### src/rtl/karat_product_accumulator_if.sv
// rtl/karat_product_accumulator_if.sv - product-in / frame-result-out handshake bundle
interface karat_product_accumulator_if #(
  parameter int PW    = 32,
  parameter int AW    = 40,
  parameter int CNT_W = 8
);
  logic             in_valid;
  logic             in_ready;
  logic [PW-1:0]    in_prod;
  logic             in_last;
  logic             out_valid;
  logic             out_ready;
  logic [AW-1:0]    out_sum;
  logic [CNT_W-1:0] out_count;
  logic             out_ovf;

  // Upstream producer / downstream consumer side
  modport master (
    output in_valid, in_prod, in_last, out_ready,
    input  in_ready, out_valid, out_sum, out_count, out_ovf
  );

  // Accumulator side
  modport slave (
    input  in_valid, in_prod, in_last, out_ready,
    output in_ready, out_valid, out_sum, out_count, out_ovf
  );
endinterface

### src/rtl/karat_product_accumulator.sv
// rtl/karat_product_accumulator.sv - frame accumulator for the Karatsuba multiplier product stream
module karat_product_accumulator #(
  parameter int PW    = 32,
  parameter int AW    = 40,
  parameter int CNT_W = 8
) (
  input  logic clk,
  input  logic rst_n,
  karat_product_accumulator_if.slave bus
);

  typedef enum logic {ACC, DONE} state_t;

  state_t           state;
  logic [AW-1:0]    acc;
  logic [CNT_W-1:0] cnt;
  logic             ovf;

  logic [AW:0]      sum_ext;
  logic [CNT_W-1:0] cnt_next;
  logic             ovf_next;
  logic             take;

  // One extra bit on the sum exposes the wrap so it can be made sticky.
  assign sum_ext  = {1'b0, acc} + {{(AW + 1 - PW){1'b0}}, bus.in_prod};
  assign cnt_next = (cnt == {CNT_W{1'b1}}) ? cnt : cnt + 1'b1;
  assign ovf_next = ovf | sum_ext[AW];

  // Ready is masked while reset is held so the multiplier never sees a phantom slot.
  assign bus.in_ready = rst_n & (state == ACC);
  assign take         = bus.in_valid & bus.in_ready;

  // Two-state frame FSM: accumulate beats, then hold the result until taken.
  always_ff @(posedge clk or negedge rst_n) begin
    if (!rst_n) begin
      state         <= ACC;
      acc           <= '0;
      cnt           <= '0;
      ovf           <= 1'b0;
      bus.out_valid <= 1'b0;
      bus.out_sum   <= '0;
      bus.out_count <= '0;
      bus.out_ovf   <= 1'b0;
    end else begin
      case (state)
        ACC: begin
          if (take) begin
            if (bus.in_last) begin
              // Publish the post-update totals and start the next frame clean.
              bus.out_sum   <= sum_ext[AW-1:0];
              bus.out_count <= cnt_next;
              bus.out_ovf   <= ovf_next;
              bus.out_valid <= 1'b1;
              acc           <= '0;
              cnt           <= '0;
              ovf           <= 1'b0;
              state         <= DONE;
            end else begin
              acc <= sum_ext[AW-1:0];
              cnt <= cnt_next;
              ovf <= ovf_next;
            end
          end
        end
        DONE: begin
          if (bus.out_ready) begin
            bus.out_valid <= 1'b0;
            state         <= ACC;
          end
        end
        default: state <= ACC;
      endcase
    end
  end

endmodule

### src/flat_wrapper.sv
// flat-port wrapper written by rule: the top's interface ports become plain ports
module karat_product_accumulator_flat 
#(
  parameter int PW    = 32,
  parameter int AW    = 40,
  parameter int CNT_W = 8
)
  (clk, rst_n, bus_in_valid, bus_in_prod, bus_in_last, bus_out_ready, bus_in_ready, bus_out_valid, bus_out_sum, bus_out_count, bus_out_ovf);
  karat_product_accumulator_if #(.PW(PW), .AW(AW), .CNT_W(CNT_W)) bus_i ();
  input  logic clk;
  input  logic rst_n;
  input wire logic [$bits(bus_i.in_valid)-1:0] bus_in_valid;
  input wire logic [$bits(bus_i.in_prod)-1:0] bus_in_prod;
  input wire logic [$bits(bus_i.in_last)-1:0] bus_in_last;
  input wire logic [$bits(bus_i.out_ready)-1:0] bus_out_ready;
  output wire logic [$bits(bus_i.in_ready)-1:0] bus_in_ready;
  output wire logic [$bits(bus_i.out_valid)-1:0] bus_out_valid;
  output wire logic [$bits(bus_i.out_sum)-1:0] bus_out_sum;
  output wire logic [$bits(bus_i.out_count)-1:0] bus_out_count;
  output wire logic [$bits(bus_i.out_ovf)-1:0] bus_out_ovf;
  assign bus_i.in_valid = bus_in_valid;
  assign bus_i.in_prod = bus_in_prod;
  assign bus_i.in_last = bus_in_last;
  assign bus_i.out_ready = bus_out_ready;
  assign bus_in_ready = bus_i.in_ready;
  assign bus_out_valid = bus_i.out_valid;
  assign bus_out_sum = bus_i.out_sum;
  assign bus_out_count = bus_i.out_count;
  assign bus_out_ovf = bus_i.out_ovf;
  karat_product_accumulator #(.PW(PW), .AW(AW), .CNT_W(CNT_W)) u_core (.clk(clk), .rst_n(rst_n), .bus(bus_i));
endmodule
### config.mk
export PLATFORM = sky130hd
export DESIGN_NAME = karat_product_accumulator_flat
export DESIGN_NICKNAME = d
export VERILOG_FILES = /design/src/rtl/karat_product_accumulator_if.sv /design/src/rtl/karat_product_accumulator.sv /design/src/flat_wrapper.sv
export SDC_FILE = /design/constraint.sdc
export NUM_CORES = 1
export LEC_CHECK = 0
export ABC_CLOCK_PERIOD_IN_PS = 6200
export CORE_MARGIN = 2
export CORE_UTILIZATION = 41
export DETAILED_ROUTE_END_ITERATION = 10
export PLACE_DENSITY_LB_ADDON = 0.25
export SKIP_LAST_GASP = 1
export SYNTH_ARGS = -nofsm -noshare
export SYNTH_HDL_FRONTEND = slang
export SYNTH_SLANG_ARGS = --single-unit
### constraint.sdc
create_clock -name clk -period 6.2 [get_ports clk]
set_input_delay 1.24 -clock clk [delete_from_list [all_inputs] [get_ports clk]]
set_output_delay 1.24 -clock clk [all_outputs]
set_load 0.01 [all_outputs]
==> impl_metrics.env, run 1 <==
export IMPL_maxCapViolations=0
export IMPL_postSynthCellCount=659
export IMPL_crit_required_ps=6400
export IMPL_path_max_fanout=8
export IMPL_slew_headroom_pct=28.5
export IMPL_path_clk_slew_ps=70
export IMPL_leakagePower_nw=3.09
export IMPL_holdWs_ps=478
export IMPL_final_setup_skew_ps=10.3
export IMPL_final_min_clock_period_ps=4010
export IMPL_mostFrequentLayoutCell="nand2_1"
export IMPL_fmax_ghz=0.250
export IMPL_first_iter_violations=285
export IMPL_min_path_cells=2
export IMPL_finalSetupViolations=0
export IMPL_numPortBuffers=87
export IMPL_gr_total_overflow=0
export IMPL_seq_area_sq_um=2500
export IMPL_synth_enable_flop_cells=0
export IMPL_startpoint_type="input port"
export IMPL_final_cell_mix="125 x nand2_1, 100 x dfrtp_1, 94 x o21ai_0"
export IMPL_report_final_slew_viol_count=0
export IMPL_ys_seq_elements=100
export IMPL_rsz0062_at_grt="false"
export IMPL_r2r_cells=11
export IMPL_worstPathArrival_ps=4210
export IMPL_power_mw=3.20
export IMPL_yosys_warnings=0
export IMPL_drcViolationCount=0
export IMPL_cp_slowest_cell="clkdlybuf4s50_1"
export IMPL_clk_latency_ps=350
export IMPL_hold_viol_final=0
export IMPL_num_antenna_cells=0
export IMPL_postCtsResizedCells=0
export IMPL_tightest_slew_ps=1070
export IMPL_crit_chain="clkdlybuf4s50_1, ha_1, inv_1, fa_1, nand2b_1, a21oi_1, o211ai_1, o21ai_1, o21ai_1, o21a_1, o311ai_0, o41ai_1"
export IMPL_dieWidth_microns=123
export IMPL_grt_max_degree=92
export IMPL_cts_sinks=100
export IMPL_finalNetCount=798
export IMPL_core_area_sq_um=13900
export IMPL_die_area_sq_um=15100
export IMPL_async_reset_ff_share_pct=100
export IMPL_synth_ff_type="dfrtp_1"
export IMPL_outcome="finished clean"
export IMPL_cts_hold_buffers=0
export IMPL_antenna_found_initial=0
export IMPL_fin_tns_setup_ps=0
export IMPL_cts_tree="done"
export IMPL_num_rows=43
export IMPL_yosysUniqueCellTypes=62
export IMPL_grt_pass1_wl_microns=23900
export IMPL_powerDensity_nw_per_um2=451
export IMPL_layout_drive_gt1_share_pct=5.19
export IMPL_worst_setup_path_type="in2reg"
export IMPL_fillCellCount=1297
export IMPL_grt_pass1_vias=4890
export IMPL_crit_top_cell="o21ai_1"
export IMPL_post_cts_setup_buffer_count=0
export IMPL_crit_path_end_kind="register"
export IMPL_ant_nets=0
export IMPL_area_growth_pct=22.0
export IMPL_cts_root_buf="clkbuf_16"
export IMPL_ir_drop_mv=0.151
export IMPL_cp_slowest_stage_delay_ps=460
export IMPL_routed_wl_microns=14200
export IMPL_track_usage_pct=20.1
export IMPL_ys_seq_area_share_pct=43.1
export IMPL_gp_routability_congestion=0.944
export IMPL_wl_per_cell_microns=15.6
export IMPL_htree_levels=3
export IMPL_initial_utilization_pct=41.9
export IMPL_clk_path_buf_depth=2
export IMPL_drt_first_pass_iters=5
export IMPL_syn_area_sq_um=5810
export IMPL_synth_avg_cell_area_sq_um=8.82
export IMPL_via_per_inst=5.51
export IMPL_multi_input_area_sq_um=3130
export IMPL_synth_fp_nets=730
export IMPL_pin_count=88
export IMPL_hpwl_microns=10100
export IMPL_cts_buffers=9
export IMPL_fin_crit_sh_pct=64.6
export IMPL_vias=5021
export IMPL_die_h_microns=123
export IMPL_hold_class="reg2reg"
-- power breakdown --
part	leakage [nW]	switching (mW)	internal (mW)	total, mW
Sequential	1.28	0.149	0.883	1.03
Combinational	1.67	0.880	0.718	1.60
Clock	0.147	0.245	0.324	0.569
Total	3.09	1.27	1.92	3.20
-- per-layer routing --
metal | up-vias | GRT usage (%) | wire (microns)
li1 | 2480 | - | -
met1 | 2395 | 28.1 | 6710
met2 | 121 | 31.4 | 6550
met3 | 25 | 3.00 | 594
met4 | 0 | 7.81 | 339
met5 | - | 0 | 0
-- registers in the layout, indices dropped and copies added, names as in the netlist --
name,flops
u_core.acc,40
u_core.bus.out_sum,40
u_core.bus.out_count,8
u_core.cnt,8
u_core.bus.out_ovf,1
u_core.bus.out_valid,1
u_core.ovf,1
u_core.state,1
-- metrics by stage --
stage	instance area, sq um	cells	worst slack [ps]	utilization [%]
global route	7090	912	1980	51.1
finish	7090	912	2190	51.1
global placement	6800	896	2040	49.0
CTS	7090	912	2230	51.1
detailed placement	6800	896	1860	49.0
floorplan	5810	659	2780	-
-- cells in the mapped netlist, types with 4 or more instances --
master    instances  area (sq um)
nand2_1         126           473
dfrtp_1         100          2500
o21ai_0          94           470
a21oi_1          40           200
nor2_1           38           143
ha_1             33           413
xnor2_1          24           210
clkbuf_1         21          78.8
xor2_1           15           131
buf_2            11          55.1
o31ai_1          11          82.6
and3_1           10          62.6
inv_1            10          37.5
nor3_1            9          45.0
o211ai_1          9          67.6
nand2b_1          8          50.1
nand3_1           8          40.0
nand4_1           8          50.1
a21o_1            6          45.0
o21ai_1           6          30.0
a22o_1            5          43.8
a31oi_1           5          31.3
o21a_1            4          30.0
or3_1             4          25.0
-- logic make-up (layout without fill, tap and decap cells) --
logic type,count (synthesis),count (layout),share of synthesized area [%]
adders and majority gates,34,34,7.45
xor gates and xnor gates,39,39,5.88
DFF,100,100,43.1
and+or+nand+nor,225,225,17.1
muxes,4,4,0.732
buffers and inverters,44,117,3.08
AOI/OAI and AO/OA,213,213,22.7
-- final cells by class --
cell class	count	share of cell area, %
clock inverter	4	0.688
timing repair buffer	91	12.7
sequential	100	35.3
tap	180	3.18
multi-input combinational	515	44.2
inverter	10	0.529
clock buffer	12	3.48
-- worst max-delay path: cells and delay by family --
| kind | cells | cell delay [ps] |
|---|---|---|
| and+or+nand+nor | 1 | 190 |
| AOI/OAI and AO/OA | 7 | 1680 |
| adders and majority gates | 2 | 580 |
| buffers and inverters | 2 | 520 |
-- path summary, 6_finish.rpt --
path                                         from                     end  slack [ps]
setup / recovery                   bus_in_prod[0]          u_core.acc[34]        2190
hold / removal             u_core.bus.out_sum[27]  u_core.bus.out_sum[27]         480
setup reg to reg                    u_core.acc[0]          u_core.acc[34]        3180
hold reg to reg            u_core.bus.out_sum[27]  u_core.bus.out_sum[27]         480
max in group asynchronous                   rst_n  u_core.bus.out_sum[30]        4110
min in group asynchronous                   rst_n   u_core.bus.out_sum[9]         850
(Power assumes the default switching activity.)
==> inputs of run 2 (changes only) <==
--- a/config.mk
+++ b/config.mk
@@ -5,7 +5,7 @@
 export SDC_FILE = /design/constraint.sdc
 export NUM_CORES = 1
 export LEC_CHECK = 0
-export ABC_CLOCK_PERIOD_IN_PS = 6200
+export ABC_CLOCK_PERIOD_IN_PS = 3450
 export CORE_MARGIN = 2
 export CORE_UTILIZATION = 41
 export DETAILED_ROUTE_END_ITERATION = 10
==> constraint.sdc (replaced) <==
create_clock -name clk -period 3.45 [get_ports clk]
set_input_delay 0.69 -clock clk [delete_from_list [all_inputs] [get_ports clk]]
set_output_delay 0.69 -clock clk [all_outputs]
set_load 0.01 [all_outputs]
==> impl_metrics.env, run 2 (synthesis gave the netlist of run 1 again) <==
export IMPL_holdWs_ps=469
export IMPL_vias=5177
export IMPL_cts_sinks=100
export IMPL_worstPathArrival_ps=3460
export IMPL_finalSetupViolations=0
export IMPL_slew_headroom_pct=46.2
export IMPL_final_setup_skew_ps=8.23
export IMPL_num_rows=43
export IMPL_final_cell_mix="125 x nand2_1, 100 x dfrtp_1, 94 x o21ai_0"
export IMPL_cts_buffers=9
export IMPL_preCtsSetupSlack_ps=-193
export IMPL_path_max_fanout=7
export IMPL_final_min_clock_period_ps=3190
export IMPL_startpoint_type="input port"
export IMPL_switching_share_pct=39.6
export IMPL_share_comb_of_total_power_pct=51.3
export IMPL_fin_area_sq_um=7300
export IMPL_core_area_sq_um=13900
export IMPL_fin_util_pct=52.6
export IMPL_clk_latency_ps=360
export IMPL_worstReg2RegStart="u_core.acc[0]"
export IMPL_finalNetCount=825
export IMPL_htree_levels=3
export IMPL_grt_pass1_wl_microns=24700
export IMPL_reg2reg_slack_ps=690
export IMPL_area_growth_pct=25.7
export IMPL_gr_total_overflow=0
export IMPL_worst_setup_path_type="in2reg"
export IMPL_gp_routability_congestion=0.919
export IMPL_num_antenna_cells=0
export IMPL_antenna_found_initial=0
export IMPL_cts_tree="done"
export IMPL_tightest_slew_ps=805
export IMPL_hold_viol_final=0
export IMPL_numPortBuffers=87
export IMPL_placedCellCount=923
export IMPL_die_area_sq_um=15100
export IMPL_maxCapViolations=0
export IMPL_leakagePower_nw=3.22
export IMPL_drcViolationCount=0
export IMPL_pwr_share_seq_pct=31.1
export IMPL_p_int_mw=3.61
export IMPL_crit_start="bus_in_prod[0]"
export IMPL_layout_drive_gt1_share_pct=8.71
export IMPL_switchingPower_mw=2.37
export IMPL_hpwl_microns=11000
export IMPL_p_clk_share_pct=17.6
export IMPL_wl_per_cell_microns=16.1
export IMPL_path_clk_slew_ps=70
export IMPL_track_usage_pct=21.0
export IMPL_fmax_ghz=0.314
export IMPL_pin_count=88
export IMPL_initial_utilization_pct=41.9
export IMPL_grt_pass1_vias=5090
export IMPL_ant_nets=0
export IMPL_r2r_end="u_core.bus.out_sum[36]"
export IMPL_placed_area_sq_um=7000
export IMPL_via_per_inst=5.52
export IMPL_finalNonFillerCells=938
export IMPL_rsz0062_at_grt="false"
export IMPL_grt_max_degree=56
export IMPL_cts_root_buf="clkbuf_16"
export IMPL_ir_drop_mv=0.392
export IMPL_crit_path_end_kind="register"
export IMPL_r2r_cells=11
export IMPL_drt_first_pass_iters=5
export IMPL_setup_ws_ps=264
export IMPL_first_iter_violations=278
export IMPL_outcome="finished clean"
export IMPL_mostFrequentLayoutCell="nand2_1"
export IMPL_fin_crit_sh_pct=92.3
export IMPL_routed_wl_microns=15100
export IMPL_report_final_slew_viol_count=0
export IMPL_crit_path_end="u_core.bus.out_sum[36]"
export IMPL_die_h_microns=123
export IMPL_dieWidth_microns=123
export IMPL_clk_path_buf_depth=2
export IMPL_crit_required_ps=3720
export IMPL_powerDensity_nw_per_um2=819
export IMPL_reg_top3="u_core.acc (40), u_core.bus.out_sum (40)"
export IMPL_hold_class="in2async"
[run 2: cell count changes in the layout (fill, tap and decap cells not counted), sizes merged]
| cell | previous run | this run |
|---|---|---|
| clkinv | 3 | 1 |
| clkinvlp | 0 | 1 |
| buf | 5 | 32 |
[run 2: worst min-delay path by stage]
stage | slack, ps | cells after the start | startpoint | endpoint
finish | 470 | 2 | rst_n | u_core.bus.out_sum[2]
global placement | 460 | 2 | u_core.bus.out_valid | u_core.bus.out_valid
CTS | 480 | 2 | rst_n | u_core.bus.out_sum[5]
floorplan | 390 | 0 | rst_n | u_core.acc[0]
detailed placement | 470 | 2 | u_core.bus.out_valid | u_core.bus.out_valid
global route | 510 | 2 | rst_n | u_core.bus.out_sum[2]
[run 2: power groups by stage]
| stage | clock [mW] | sequential, mW | combinational [mW] |
|---|---|---|---|
| floorplan | 0 | 1.91 | 1.83 |
| global placement | 0 | 1.86 | 3.00 |
| detailed placement | 0 | 1.88 | 3.05 |
| CTS | 1.08 | 1.86 | 3.06 |
| global route | 1.12 | 1.92 | 3.41 |
| finish | 1.05 | 1.86 | 3.07 |
[run 2: critical path, cell delays in order]
cell,delay [ps]
clkdlybuf4s50_1,460
ha_1,180
inv_1,60
fa_1,400
nand2b_1,190
a21oi_2,230
o211ai_1,130
o21ai_1,130
o21ai_1,170
o21a_1,280
or3_1,350
a31oi_1,190
[run 2: layer usage]
layer / vias to the layer above / global-route usage [%] / share of wire [%]
li1: 2525 / - / -
met1: 2513 / 27.8 / 46
met2: 123 / 34.4 / 48
met3: 16 / 5.26 / 4.9
met4: 0 / 5.33 / 1.3
met5: - / 0 / 0
[run 2: stage by stage]
step / total power [mW] / TNS (ps)
detailed placement: 4.93 / -1620
global placement: 4.86 / -229
global route: 6.45 / 0
finish: 5.98 / 0
CTS: 6.00 / 0
floorplan: 3.74 / 0
[run 2: cell type report]
| cell class | count | area [sq um] |
|---|---|---|
| Clock inverter | 3 | 46.3 |
| Clock buffer | 12 | 256 |
| Inverter | 10 | 37.5 |
| Fill cell | 1287 | 6580 |
| Multi-Input combinational cell | 515 | 3140 |
| Timing Repair Buffer | 118 | 1100 |
| Tap cell | 180 | 225 |
| Sequential cell | 100 | 2500 |
[run 2: repair_timing]
item	4_1_cts	5_1_grt
hold buffers	0	0
buffers inserted	0	0
endpoints found under the hold margin	0	0
setup endpoints to repair	0	4
gates resized for setup	0	1
==> inputs of run 3 (changes only) <==
--- a/config.mk
+++ b/config.mk
@@ -10,6 +10,7 @@
 export CORE_UTILIZATION = 41
 export DETAILED_ROUTE_END_ITERATION = 10
 export PLACE_DENSITY_LB_ADDON = 0.25
+export SETUP_SLACK_MARGIN = 0.4
 export SKIP_LAST_GASP = 1
 export SYNTH_ARGS = -nofsm -noshare
 export SYNTH_HDL_FRONTEND = slang
==> impl_metrics.env, run 3 (synthesis gave the netlist of run 1 again) <==
export IMPL_reg2reg_slack_ps=790
export IMPL_antenna_found_initial=0
export IMPL_finalSetupViolations=0
export IMPL_cts_sinks=100
export IMPL_gp_routability_congestion=0.919
export IMPL_mostFrequentLayoutCell="nand2_1"
export IMPL_vias=5168
export IMPL_pin_count=88
export IMPL_tightest_slew_ps=804
export IMPL_final_setup_skew_ps=8.36
export IMPL_initial_utilization_pct=41.9
export IMPL_holdWs_ps=472
export IMPL_crit_path_end="u_core.acc[37]"
export IMPL_path_clk_slew_ps=70
export IMPL_area_growth_pct=27.4
export IMPL_routed_wl_microns=15300
export IMPL_first_iter_violations=298
export IMPL_track_usage_pct=21.1
export IMPL_numPortBuffers=87
export IMPL_final_cell_mix="125 x nand2_1, 100 x dfrtp_1, 93 x o21ai_0"
export IMPL_fin_area_sq_um=7400
export IMPL_hold_viol_final=0
export IMPL_r2r_end="u_core.acc[37]"
export IMPL_crit_required_ps=3700
export IMPL_worstReg2RegStart="u_core.acc[2]"
export IMPL_power_mw=6.06
export IMPL_cts_hold_buffers=0
export IMPL_die_area_sq_um=15100
export IMPL_drt_first_pass_iters=5
export IMPL_preCtsSetupSlack_ps=-193
export IMPL_cts_tree="done"
export IMPL_hold_class="in2async"
export IMPL_fin_crit_sh_pct=87.5
export IMPL_die_h_microns=123
export IMPL_reg_top3="u_core.acc (40), u_core.bus.out_sum (40)"
export IMPL_num_antenna_cells=0
export IMPL_dieWidth_microns=123
export IMPL_ant_nets=0
export IMPL_fmax_ghz=0.331
export IMPL_placed_area_sq_um=7000
export IMPL_fin_tns_setup_ps=0
export IMPL_powerDensity_nw_per_um2=819
export IMPL_worst_setup_path_type="in2reg"
export IMPL_startpoint_type="input port"
export IMPL_rsz0062_at_grt="true"
export IMPL_placedCellCount=923
export IMPL_grt_pass1_wl_microns=24800
export IMPL_slew_headroom_pct=46.2
export IMPL_clk_path_buf_depth=2
export IMPL_cts_root_buf="clkbuf_16"
export IMPL_outcome="finished clean"
export IMPL_grt_max_degree=56
export IMPL_hpwl_microns=11000
export IMPL_crit_path_end_kind="register"
export IMPL_setup_ws_ps=432
export IMPL_ir_drop_mv=0.393
export IMPL_grt_pass1_vias=5119
export IMPL_layout_drive_gt1_share_pct=11.2
export IMPL_wl_per_cell_microns=16.2
export IMPL_crit_start="bus_in_prod[4]"
export IMPL_report_final_slew_viol_count=0
export IMPL_final_min_clock_period_ps=3020
export IMPL_drcViolationCount=0
export IMPL_clk_latency_ps=360
export IMPL_cts_buffers=9
export IMPL_core_area_sq_um=13900
export IMPL_via_per_inst=5.49
export IMPL_worstPathArrival_ps=3270
export IMPL_fin_util_pct=53.3
export IMPL_htree_levels=3
export IMPL_path_max_fanout=4
export IMPL_finalNetCount=829
export IMPL_r2r_cells=9
export IMPL_num_rows=43
export IMPL_maxCapViolations=0
export IMPL_leakagePower_nw=3.26
export IMPL_finalNonFillerCells=942
export IMPL_gr_total_overflow=0
[run 3: changes by cell type in the layout (fill, tap and decap cells not counted), sizes merged]
| cell | before | now |
|---|---|---|
| buf | 32 | 36 |
| clkdlybuf4s50 | 86 | 85 |
| dlymetal6s2s | 0 | 1 |
[run 3: power by group]
group	leakage, nW	switching (mW)	internal [mW]
Sequential	1.28	0.274	1.59
Clock	0.145	0.453	0.600
Combinational	1.84	1.68	1.47
[run 3: worst min path at each step]
stage	startpoint	to	slack (ps)	depth (start not counted)
final	rst_n	u_core.bus.out_sum[3]	470	2
after global routing	rst_n	u_core.bus.out_sum[2]	510	2
after CTS	rst_n	u_core.bus.out_sum[5]	480	2
after detailed placement	u_core.bus.out_valid	u_core.bus.out_valid	470	2
after global placement	u_core.bus.out_valid	u_core.bus.out_valid	460	2
after floorplan	rst_n	u_core.acc[0]	390	0
[run 3: worst max-delay path: stages]
cell and delay (ps):
clkdlybuf4s50_1 440, ha_1 310, o211ai_1 110, o211ai_1 310, a21oi_1 200, nor4b_2 340
o211ai_2 200, a211oi_2 300, o21ai_0 140, a21bo_2 220
[run 3: layer usage]
metal / up-vias / share of wire (%) / wire (microns) / GRT usage (%)
li1: 2535 / - / - / -
met1: 2493 / 45 / 6940 / 27.7
met2: 121 / 48 / 7310 / 34.9
met3: 19 / 5.0 / 765 / 5.26
met4: 0 / 1.7 / 264 / 5.33
met5: - / 0 / 0 / 0
[run 3: timing repair]
action | CTS | global route
pin swaps | 4 | 12
resized for setup | 5 | 15
endpoints found under the setup margin | 22 | 39
setup buffers | 1 | 3
[run 3: layout make-up]
type,instances,area (sq um)
clock buffer,12,256
clock inverter,3,46.3
fill,1286,6480
inverter,10,37.5
multi-input combinational,515,3200
sequential,100,2500
tap,180,225
timing repair buffer,122,1130
